**config.mk**
```make
export PLATFORM = sky130hd
export DESIGN_NAME = alu_scan_ctrl_flat
export DESIGN_NICKNAME = d
export VERILOG_FILES = /design/src/rtl/alu_scan_ctrl_if.sv /design/src/rtl/alu_scan_ctrl.sv /design/src/flat_wrapper.sv
export SDC_FILE = /design/constraint.sdc
export NUM_CORES = 1
export LEC_CHECK = 0
export CAP_MARGIN = 20
export CORE_UTILIZATION = 58
export CTS_BUF_LIST = sky130_fd_sc_hd__clkbuf_2 sky130_fd_sc_hd__clkbuf_4 sky130_fd_sc_hd__clkbuf_8
export DETAILED_ROUTE_END_ITERATION = 8
export GPL_ROUTABILITY_DRIVEN = 0
export PLACE_DENSITY = 0.92
export SYNTH_ARGS = -nofsm -noshare
export SYNTH_HDL_FRONTEND = slang
export SYNTH_SLANG_ARGS = --single-unit
```
**constraint.sdc**
```tcl
create_clock -name clk -period 4.8 [get_ports clk]
set_input_delay 0.96 -clock clk [delete_from_list [all_inputs] [get_ports clk]]
set_output_delay 0.96 -clock clk [all_outputs]
set_load 0.05 [all_outputs]
```
**src/rtl/alu_scan_ctrl_if.sv**
```systemverilog
// Bundles the control handshake and the shared ALU bus of the scan sequencer.
//   master: the sequencer (receives start/config and ALU results, drives ALU
//           stimulus and scan status/results)
//   slave : the harness side (drives start/config and ALU results, observes
//           stimulus and status)
interface alu_scan_ctrl_if #(
    parameter int unsigned CNT_W = 16
) ();
    logic             start;
    logic             mode;
    logic [CNT_W-1:0] num_vec;
    logic [15:0]      seed;
    logic [3:0]       y_clean;
    logic [3:0]       y_trojan;
    logic [3:0]       alu_a;
    logic [3:0]       alu_b;
    logic [1:0]       alu_op;
    logic             busy;
    logic             done;
    logic [CNT_W-1:0] vec_count;
    logic [CNT_W-1:0] mismatch_cnt;
    logic             first_fail_valid;
    logic [9:0]       first_fail_vec;

    modport master (
        input  start, mode, num_vec, seed, y_clean, y_trojan,
        output alu_a, alu_b, alu_op, busy, done, vec_count, mismatch_cnt,
               first_fail_valid, first_fail_vec
    );

    modport slave (
        output start, mode, num_vec, seed, y_clean, y_trojan,
        input  alu_a, alu_b, alu_op, busy, done, vec_count, mismatch_cnt,
               first_fail_valid, first_fail_vec
    );
endinterface

```
**src/rtl/alu_scan_ctrl.sv**
```systemverilog
// Scan sequencer for a clean/trojan ALU pair. Drives {op,B,A} vectors onto the
// shared ALU bus (exhaustive 0..1023 or 16-bit Galois LFSR), waits SETTLE_CYC
// cycles, compares the two ALU results and accumulates vector/mismatch counts
// plus the first failing vector.
// Ports:
//   clk   - clock, rising edge
//   rst_n - synchronous active-low reset
//   bus   - alu_scan_ctrl_if.master: start/mode/num_vec/seed and y_clean/y_trojan
//           in; alu_a/alu_b/alu_op, busy, done, vec_count, mismatch_cnt,
//           first_fail_valid, first_fail_vec out (all registered)
module alu_scan_ctrl #(
    parameter int unsigned SETTLE_CYC   = 2,
    parameter int unsigned CNT_W        = 16,
    parameter logic [15:0] LFSR_DEFAULT = 16'hACE1
) (
    input  logic            clk,
    input  logic            rst_n,
    alu_scan_ctrl_if.master bus
);
    localparam int unsigned       VEC_W     = 10;
    localparam int unsigned       LFSR_W    = 16;
    localparam logic [LFSR_W-1:0] LFSR_MASK = 16'hB400;
    localparam logic [CNT_W-1:0]  EXH_TOTAL = CNT_W'(1024);
    localparam int unsigned       SET_W     = (SETTLE_CYC > 1) ? $clog2(SETTLE_CYC) : 1;
    localparam logic [SET_W-1:0]  SET_LAST  = SET_W'((SETTLE_CYC > 0) ? SETTLE_CYC - 1 : 0);

    typedef enum logic [2:0] {
        S_IDLE,
        S_LOAD,
        S_DRIVE,
        S_SETTLE,
        S_CHECK,
        S_DONE
    } state_e;

    state_e             state_q, state_d;
    logic               mode_q, mode_d;
    logic [CNT_W-1:0]   num_vec_q, num_vec_d;
    logic [LFSR_W-1:0]  lfsr_q, lfsr_d;
    logic [VEC_W-1:0]   exh_q, exh_d;
    logic [SET_W-1:0]   settle_q, settle_d;
    logic [3:0]         alu_a_q, alu_a_d;
    logic [3:0]         alu_b_q, alu_b_d;
    logic [1:0]         alu_op_q, alu_op_d;
    logic               busy_q, busy_d;
    logic               done_q, done_d;
    logic [CNT_W-1:0]   vec_count_q, vec_count_d;
    logic [CNT_W-1:0]   mismatch_cnt_q, mismatch_cnt_d;
    logic               ffv_q, ffv_d;
    logic [VEC_W-1:0]   ffvec_q, ffvec_d;

    logic [VEC_W-1:0]   vec_c;
    logic [CNT_W-1:0]   total_c;
    logic [CNT_W-1:0]   vc_inc_c;
    logic [LFSR_W-1:0]  lfsr_next_c;
    logic               miss_c;

    // State register and datapath flops
    always_ff @(posedge clk) begin
        if (!rst_n) begin
            state_q        <= S_IDLE;
            mode_q         <= 1'b0;
            num_vec_q      <= '0;
            lfsr_q         <= LFSR_DEFAULT;
            exh_q          <= '0;
            settle_q       <= '0;
            alu_a_q        <= '0;
            alu_b_q        <= '0;
            alu_op_q       <= '0;
            busy_q         <= 1'b0;
            done_q         <= 1'b0;
            vec_count_q    <= '0;
            mismatch_cnt_q <= '0;
            ffv_q          <= 1'b0;
            ffvec_q        <= '0;
        end else begin
            state_q        <= state_d;
            mode_q         <= mode_d;
            num_vec_q      <= num_vec_d;
            lfsr_q         <= lfsr_d;
            exh_q          <= exh_d;
            settle_q       <= settle_d;
            alu_a_q        <= alu_a_d;
            alu_b_q        <= alu_b_d;
            alu_op_q       <= alu_op_d;
            busy_q         <= busy_d;
            done_q         <= done_d;
            vec_count_q    <= vec_count_d;
            mismatch_cnt_q <= mismatch_cnt_d;
            ffv_q          <= ffv_d;
            ffvec_q        <= ffvec_d;
        end
    end

    // Next-state and datapath logic
    always_comb begin
        state_d        = state_q;
        mode_d         = mode_q;
        num_vec_d      = num_vec_q;
        lfsr_d         = lfsr_q;
        exh_d          = exh_q;
        settle_d       = settle_q;
        alu_a_d        = alu_a_q;
        alu_b_d        = alu_b_q;
        alu_op_d       = alu_op_q;
        busy_d         = busy_q;
        done_d         = done_q;
        vec_count_d    = vec_count_q;
        mismatch_cnt_d = mismatch_cnt_q;
        ffv_d          = ffv_q;
        ffvec_d        = ffvec_q;

        vec_c       = mode_q ? lfsr_q[VEC_W-1:0] : exh_q;
        total_c     = mode_q ? num_vec_q : EXH_TOTAL;
        vc_inc_c    = vec_count_q + CNT_W'(1);
        lfsr_next_c = (lfsr_q >> 1) ^ (lfsr_q[0] ? LFSR_MASK : '0);
        // Case inequality so an X/Z result from either ALU is flagged
        miss_c      = (bus.y_clean !== bus.y_trojan);

        unique case (state_q)
            S_IDLE, S_DONE: begin
                if (bus.start) begin
                    state_d        = S_LOAD;
                    mode_d         = bus.mode;
                    num_vec_d      = bus.num_vec;
                    lfsr_d         = (bus.seed == '0) ? LFSR_DEFAULT : bus.seed;
                    exh_d          = '0;
                    busy_d         = 1'b1;
                    done_d         = 1'b0;
                    vec_count_d    = '0;
                    mismatch_cnt_d = '0;
                    ffv_d          = 1'b0;
                    ffvec_d        = '0;
                end
            end
            S_LOAD: begin
                if (total_c == '0) begin
                    state_d = S_DONE;
                    busy_d  = 1'b0;
                    done_d  = 1'b1;
                end else begin
                    state_d = S_DRIVE;
                end
            end
            S_DRIVE: begin
                alu_a_d  = vec_c[3:0];
                alu_b_d  = vec_c[7:4];
                alu_op_d = vec_c[9:8];
                settle_d = '0;
                state_d  = (SETTLE_CYC > 0) ? S_SETTLE : S_CHECK;
            end
            S_SETTLE: begin
                if (settle_q == SET_LAST) begin
                    state_d = S_CHECK;
                end else begin
                    settle_d = settle_q + SET_W'(1);
                end
            end
            S_CHECK: begin
                vec_count_d = vc_inc_c;
                if (miss_c) begin
                    if (mismatch_cnt_q != '1) begin
                        mismatch_cnt_d = mismatch_cnt_q + CNT_W'(1);
                    end
                    if (!ffv_q) begin
                        ffv_d   = 1'b1;
                        ffvec_d = vec_c;
                    end
                end
                exh_d  = exh_q + VEC_W'(1);
                lfsr_d = lfsr_next_c;
                if (vc_inc_c == total_c) begin
                    state_d = S_DONE;
                    busy_d  = 1'b0;
                    done_d  = 1'b1;
                end else begin
                    state_d = S_DRIVE;
                end
            end
            default: begin
                state_d = S_IDLE;
            end
        endcase
    end

    assign bus.alu_a            = alu_a_q;
    assign bus.alu_b            = alu_b_q;
    assign bus.alu_op           = alu_op_q;
    assign bus.busy             = busy_q;
    assign bus.done             = done_q;
    assign bus.vec_count        = vec_count_q;
    assign bus.mismatch_cnt     = mismatch_cnt_q;
    assign bus.first_fail_valid = ffv_q;
    assign bus.first_fail_vec   = ffvec_q;
endmodule

```
**src/flat_wrapper.sv**
```systemverilog
// flat-port wrapper written by rule: the top's interface ports become plain ports
module alu_scan_ctrl_flat 
#(
    parameter int unsigned SETTLE_CYC   = 2,
    parameter int unsigned CNT_W        = 16,
    parameter logic [15:0] LFSR_DEFAULT = 16'hACE1
)
  (clk, rst_n, bus_start, bus_mode, bus_num_vec, bus_seed, bus_y_clean, bus_y_trojan, bus_alu_a, bus_alu_b, bus_alu_op, bus_busy, bus_done, bus_vec_count, bus_mismatch_cnt, bus_first_fail_valid, bus_first_fail_vec);
  alu_scan_ctrl_if #(.CNT_W(CNT_W)) bus_i ();
  input  logic clk;
  input  logic rst_n;
  input wire logic [$bits(bus_i.start)-1:0] bus_start;
  input wire logic [$bits(bus_i.mode)-1:0] bus_mode;
  input wire logic [$bits(bus_i.num_vec)-1:0] bus_num_vec;
  input wire logic [$bits(bus_i.seed)-1:0] bus_seed;
  input wire logic [$bits(bus_i.y_clean)-1:0] bus_y_clean;
  input wire logic [$bits(bus_i.y_trojan)-1:0] bus_y_trojan;
  output wire logic [$bits(bus_i.alu_a)-1:0] bus_alu_a;
  output wire logic [$bits(bus_i.alu_b)-1:0] bus_alu_b;
  output wire logic [$bits(bus_i.alu_op)-1:0] bus_alu_op;
  output wire logic [$bits(bus_i.busy)-1:0] bus_busy;
  output wire logic [$bits(bus_i.done)-1:0] bus_done;
  output wire logic [$bits(bus_i.vec_count)-1:0] bus_vec_count;
  output wire logic [$bits(bus_i.mismatch_cnt)-1:0] bus_mismatch_cnt;
  output wire logic [$bits(bus_i.first_fail_valid)-1:0] bus_first_fail_valid;
  output wire logic [$bits(bus_i.first_fail_vec)-1:0] bus_first_fail_vec;
  assign bus_i.start = bus_start;
  assign bus_i.mode = bus_mode;
  assign bus_i.num_vec = bus_num_vec;
  assign bus_i.seed = bus_seed;
  assign bus_i.y_clean = bus_y_clean;
  assign bus_i.y_trojan = bus_y_trojan;
  assign bus_alu_a = bus_i.alu_a;
  assign bus_alu_b = bus_i.alu_b;
  assign bus_alu_op = bus_i.alu_op;
  assign bus_busy = bus_i.busy;
  assign bus_done = bus_i.done;
  assign bus_vec_count = bus_i.vec_count;
  assign bus_mismatch_cnt = bus_i.mismatch_cnt;
  assign bus_first_fail_valid = bus_i.first_fail_valid;
  assign bus_first_fail_vec = bus_i.first_fail_vec;
  alu_scan_ctrl #(.SETTLE_CYC(SETTLE_CYC), .CNT_W(CNT_W), .LFSR_DEFAULT(LFSR_DEFAULT)) u_core (.clk(clk), .rst_n(rst_n), .bus(bus_i));
endmodule
```
==> summary.txt <==
Run status
  – Status: complete, no violations

Setup path
  – Crit-path cells: clkdlybuf4s50_1 > nand2b_1 > o21ai_1 > buf_4 > o21ai_1 > a41oi_2 > nand3_1 > xor2_1 > nor2_1
  – CP max stage cell: a41oi_2
  – FF-to-FF path depth: 8
  – Crit start category: input port
  – CP max FO: 17
  – Most frequent cell on the critical path: o21ai_1
  – Worst setup EP type: register
  – Bufs and invs on worst path: 2
  – Critical path type: in2reg
  – Max stage delay on crit path: between 600 and 700 ps
  – Reg-to-reg startpoint: u_core.bus.vec_count[0]
  – R2R setup slack: around 2000 ps
  – Arrival @ worst endpoint: roughly 3200 ps
  – CP required: approximately 5100 ps
  – Delay-heaviest family, CP: compound AO/OA/AOI/OAI gates
  – Worst R2R End: u_core.state_q[1]

Layout
  – Final instance area: about 6500 sq um
  – Area Growth Syn to Fin: 22.7%
  – NumNets Final: 767
  – Diode count: 0
  – Share of post-route cells with drive strength above 1: under 10%

Min path
  – Hold Path Class: reg2reg
  – Hold-critical path depth: 2
  – Worst Hold Launch: u_core.num_vec_q[11]
  – Hold Path End: u_core.num_vec_q[11]

Clocking
  – H-tree Lvls: 3
  – Post-CTS Setup Bufs: 0
  – Total clock buffers created by CTS: 9
  – CTS tree: yes
  – PostCTS Resize Cnt: 0
  – Root buffer cell: clkbuf_8
  – Hold_buf cts: 0
  – Worst-path clk slew: about 110 ps
  – CTS max path bufs: 2
  – Clock Latency Late Sink: about 360 ps
  – Clock sink total: roughly 100

Detailed routing
  – Vias per cell: between 5 and 6
  – Drt first pass iters: 5
  – DR DRC count: 0
  – Wirelength per Cell: ~16 microns
  – M1 wire length: just over 6 mm
  – Routed wl met2: 6.24 mm
  – Top routing layer in use: met4
  – Final wirelength: 13.3 mm
  – DR WL met3: about 750 microns
  – First DRT Iteration DRCs: 280
  – Total number of vias: between 4000 and 5000
  – Post-route antenna net violation count: 0

STA
  – Crit share post-route: between 60% and 70%
  – Slew margin rel.: around 50%
  – Final setup vio count: 0
  – Slew Limit Fails: 0
  – Setup TNS: 0 ps
  – Fmax: between 300 and 400 MHz
  – Fin Clk Skew: roughly 6.1 ps
  – RSZ-0062 raised after global routing: no
  – Slew @ Worst Pin: about 750 ps
  – Fin crit period: roughly 3000 ps
  – Final Hold Vio Count: 0

Power
  – Power consumption: 1.77 mW
  – LEAKAGE: around 2.3 nW
  – VDD IR-drop max: slightly below 0.0002 V
  – Power Dens Cells: 272 nW/um^2

Synth
  – Synth Warn #: 0
  – Simple logic cell fraction of the synthesized area: ~28%
  – XOR/XNOR Fraction of Synth Area: under 10%
  – Top cell type's share of synthesized area: about two fifths
  – Post-synthesis sequential area ratio: about two fifths
  – Netlist cell types: 56
  – Post-synth EDFFs: 0
  – Post-synthesis mux area share: 4.54%
  – Mapped Nets: 693
  – Post-synthesis register bit count: just over 100
  – Top_reg_cell synth: dfxtp_1
  – Synthesized area: ~5300 sq um
  – Post-synthesis cell count: 646
  – Adder-cell share of the synthesized area: less than 1%
  – Post-synth ARST share: 0%
  – Top cell type by total area after synthesis: dfxtp_1
  – Avg Inst Size Synth: approximately 8 sq um
  – Combinational family with the most area after synthesis: simple AND/OR/NAND/NOR gates
  – Top cells by area, synth: dfxtp_1, nand2_1, mux2i_1
  – Compound-Gate Fraction of Synth Area: approximately 17%

Global routing
  – First-pass GRT wire length: 22.2 mm
  – Initial antenna violation count: 0
  – GRT Resource Usage Total: approximately 28%
  – Largest net degree at the start of global routing: approximately 90
  – Grt ovf: 0
  – Vias in the first global route: around 4800

Floorplanning
  – Die area: approximately 9500 sq um
  – Rows: 34
  – Ports: 99
  – Core region area: 8760 sq um
  – Die Ht: between 90 and 100 microns
  – Initial Utilization: 60.4%
  – Chip width: just under 100 microns

Job
  – Maximum Capacitance Violations: 0

Placed design
  – Buffers on Ports: 98
  – DP Area: approximately 6300 sq um
  – DP Wirelength: roughly 9 mm
## per-stage QoR
| stage | setup slack [ps] | util, % | cells | hold slack, ps |
|---|---|---|---|---|
| finish | 1840 | 74.0 | 833 | 488 |
| global route | 1660 | 74.0 | 833 | 530 |
| CTS | 1880 | 74.0 | 832 | 488 |
| detailed placement | 1490 | 71.8 | 816 | 470 |
| global placement | 1640 | 71.8 | 816 | 459 |
| floorplan | 2010 | - | 646 | 443 |
## worst min-delay path, stage by stage (launching register included)
cell and delay [ps]:
dfxtp_1 330, nand2_1 50, a21boi_0 60
## synth_stat cells, types with 5 or more instances
| cell type | instances |
|---|---|
| nor2_1 | 52 |
| dfxtp_1 | 102 |
| inv_1 | 7 |
| xnor2_1 | 17 |
| a21boi_0 | 25 |
| nand4_1 | 20 |
| o21ai_0 | 35 |
| nor3_1 | 13 |
| and2_1 | 9 |
| xor2_1 | 25 |
| clkbuf_1 | 34 |
| nand2_1 | 98 |
| o211a_1 | 10 |
| and3_1 | 8 |
| buf_1 | 5 |
| nor4_1 | 11 |
| mux2i_1 | 24 |
| nand3_1 | 24 |
| nor2b_1 | 29 |
| a21oi_1 | 20 |
## worst max-delay path by stage
| stage | start | to | cells past startpoint |
|---|---|---|---|
| 4_1_cts | bus_start | u_core.bus.mismatch_cnt[9] | 9 |
| 2_1_floorplan | u_core.bus.vec_count[0] | u_core.state_q[1] | 8 |
| 3_3_place_gp | bus_start | u_core.bus.mismatch_cnt[12] | 9 |
| 5_1_grt | bus_start | u_core.bus.mismatch_cnt[4] | 9 |
| 3_5_place_dp | bus_start | u_core.bus.mismatch_cnt[9] | 9 |
| 6_report | bus_start | u_core.bus.mismatch_cnt[9] | 9 |
## per-layer routing
layer | GRT usage, % | up-vias
li1 | - | 2410
met1 | 37.2 | 2345
met2 | 45.5 | 177
met3 | 4.68 | 26
met4 | 9.39 | 0
met5 | 0 | -
## cells in the final DEF, fill, tap and decap left out, drive strengths merged, types with 17 or more instances in the layout
cell | Yosys | final
dfxtp | 102 | 102
o21ai | 37 | 37
clkdlybuf4s50 | 0 | 97
mux2i | 24 | 24
nor2 | 52 | 52
xor2 | 25 | 25
nand4 | 21 | 21
nor2b | 29 | 29
nand2 | 99 | 99
a21boi | 28 | 28
xnor2 | 17 | 17
a21oi | 20 | 20
nand3 | 25 | 25
## state kept, by name, indices dropped and copies added (netlist names), 2 cells and up
signal,cells
u_core.state_q,3
u_core.num_vec_q,16
u_core.bus.alu_b,4
u_core.lfsr_q,16
u_core.bus.alu_a,4
u_core.exh_q,10
u_core.bus.mismatch_cnt,16
u_core.bus.alu_op,2
u_core.bus.first_fail_vec,10
u_core.bus.vec_count,16
## power breakdown
group	internal, mW	total (mW)	switching, mW
registers	0.887	0.930	0.0431
clock network	0.204	0.520	0.316
logic	0.134	0.318	0.184
total	1.22	1.77	0.543
## cell type report
type	count	area, sq um
Fill cell	647	2270
Sequential cell	102	2040
Multi-Input combinational cell	493	3050
Tap cell	108	135
Timing Repair Buffer	107	1040
Clock inverter	6	58.8
Inverter	7	26.3
Clock buffer	10	131
## logic make-up after synthesis
group / after synthesis
compound gates: 129
xor+xnor: 43
fa+ha+maj: 3
buf+inv: 51
flops: 102
mux: 24
simple gates: 294
(Power assumes the default switching activity.)
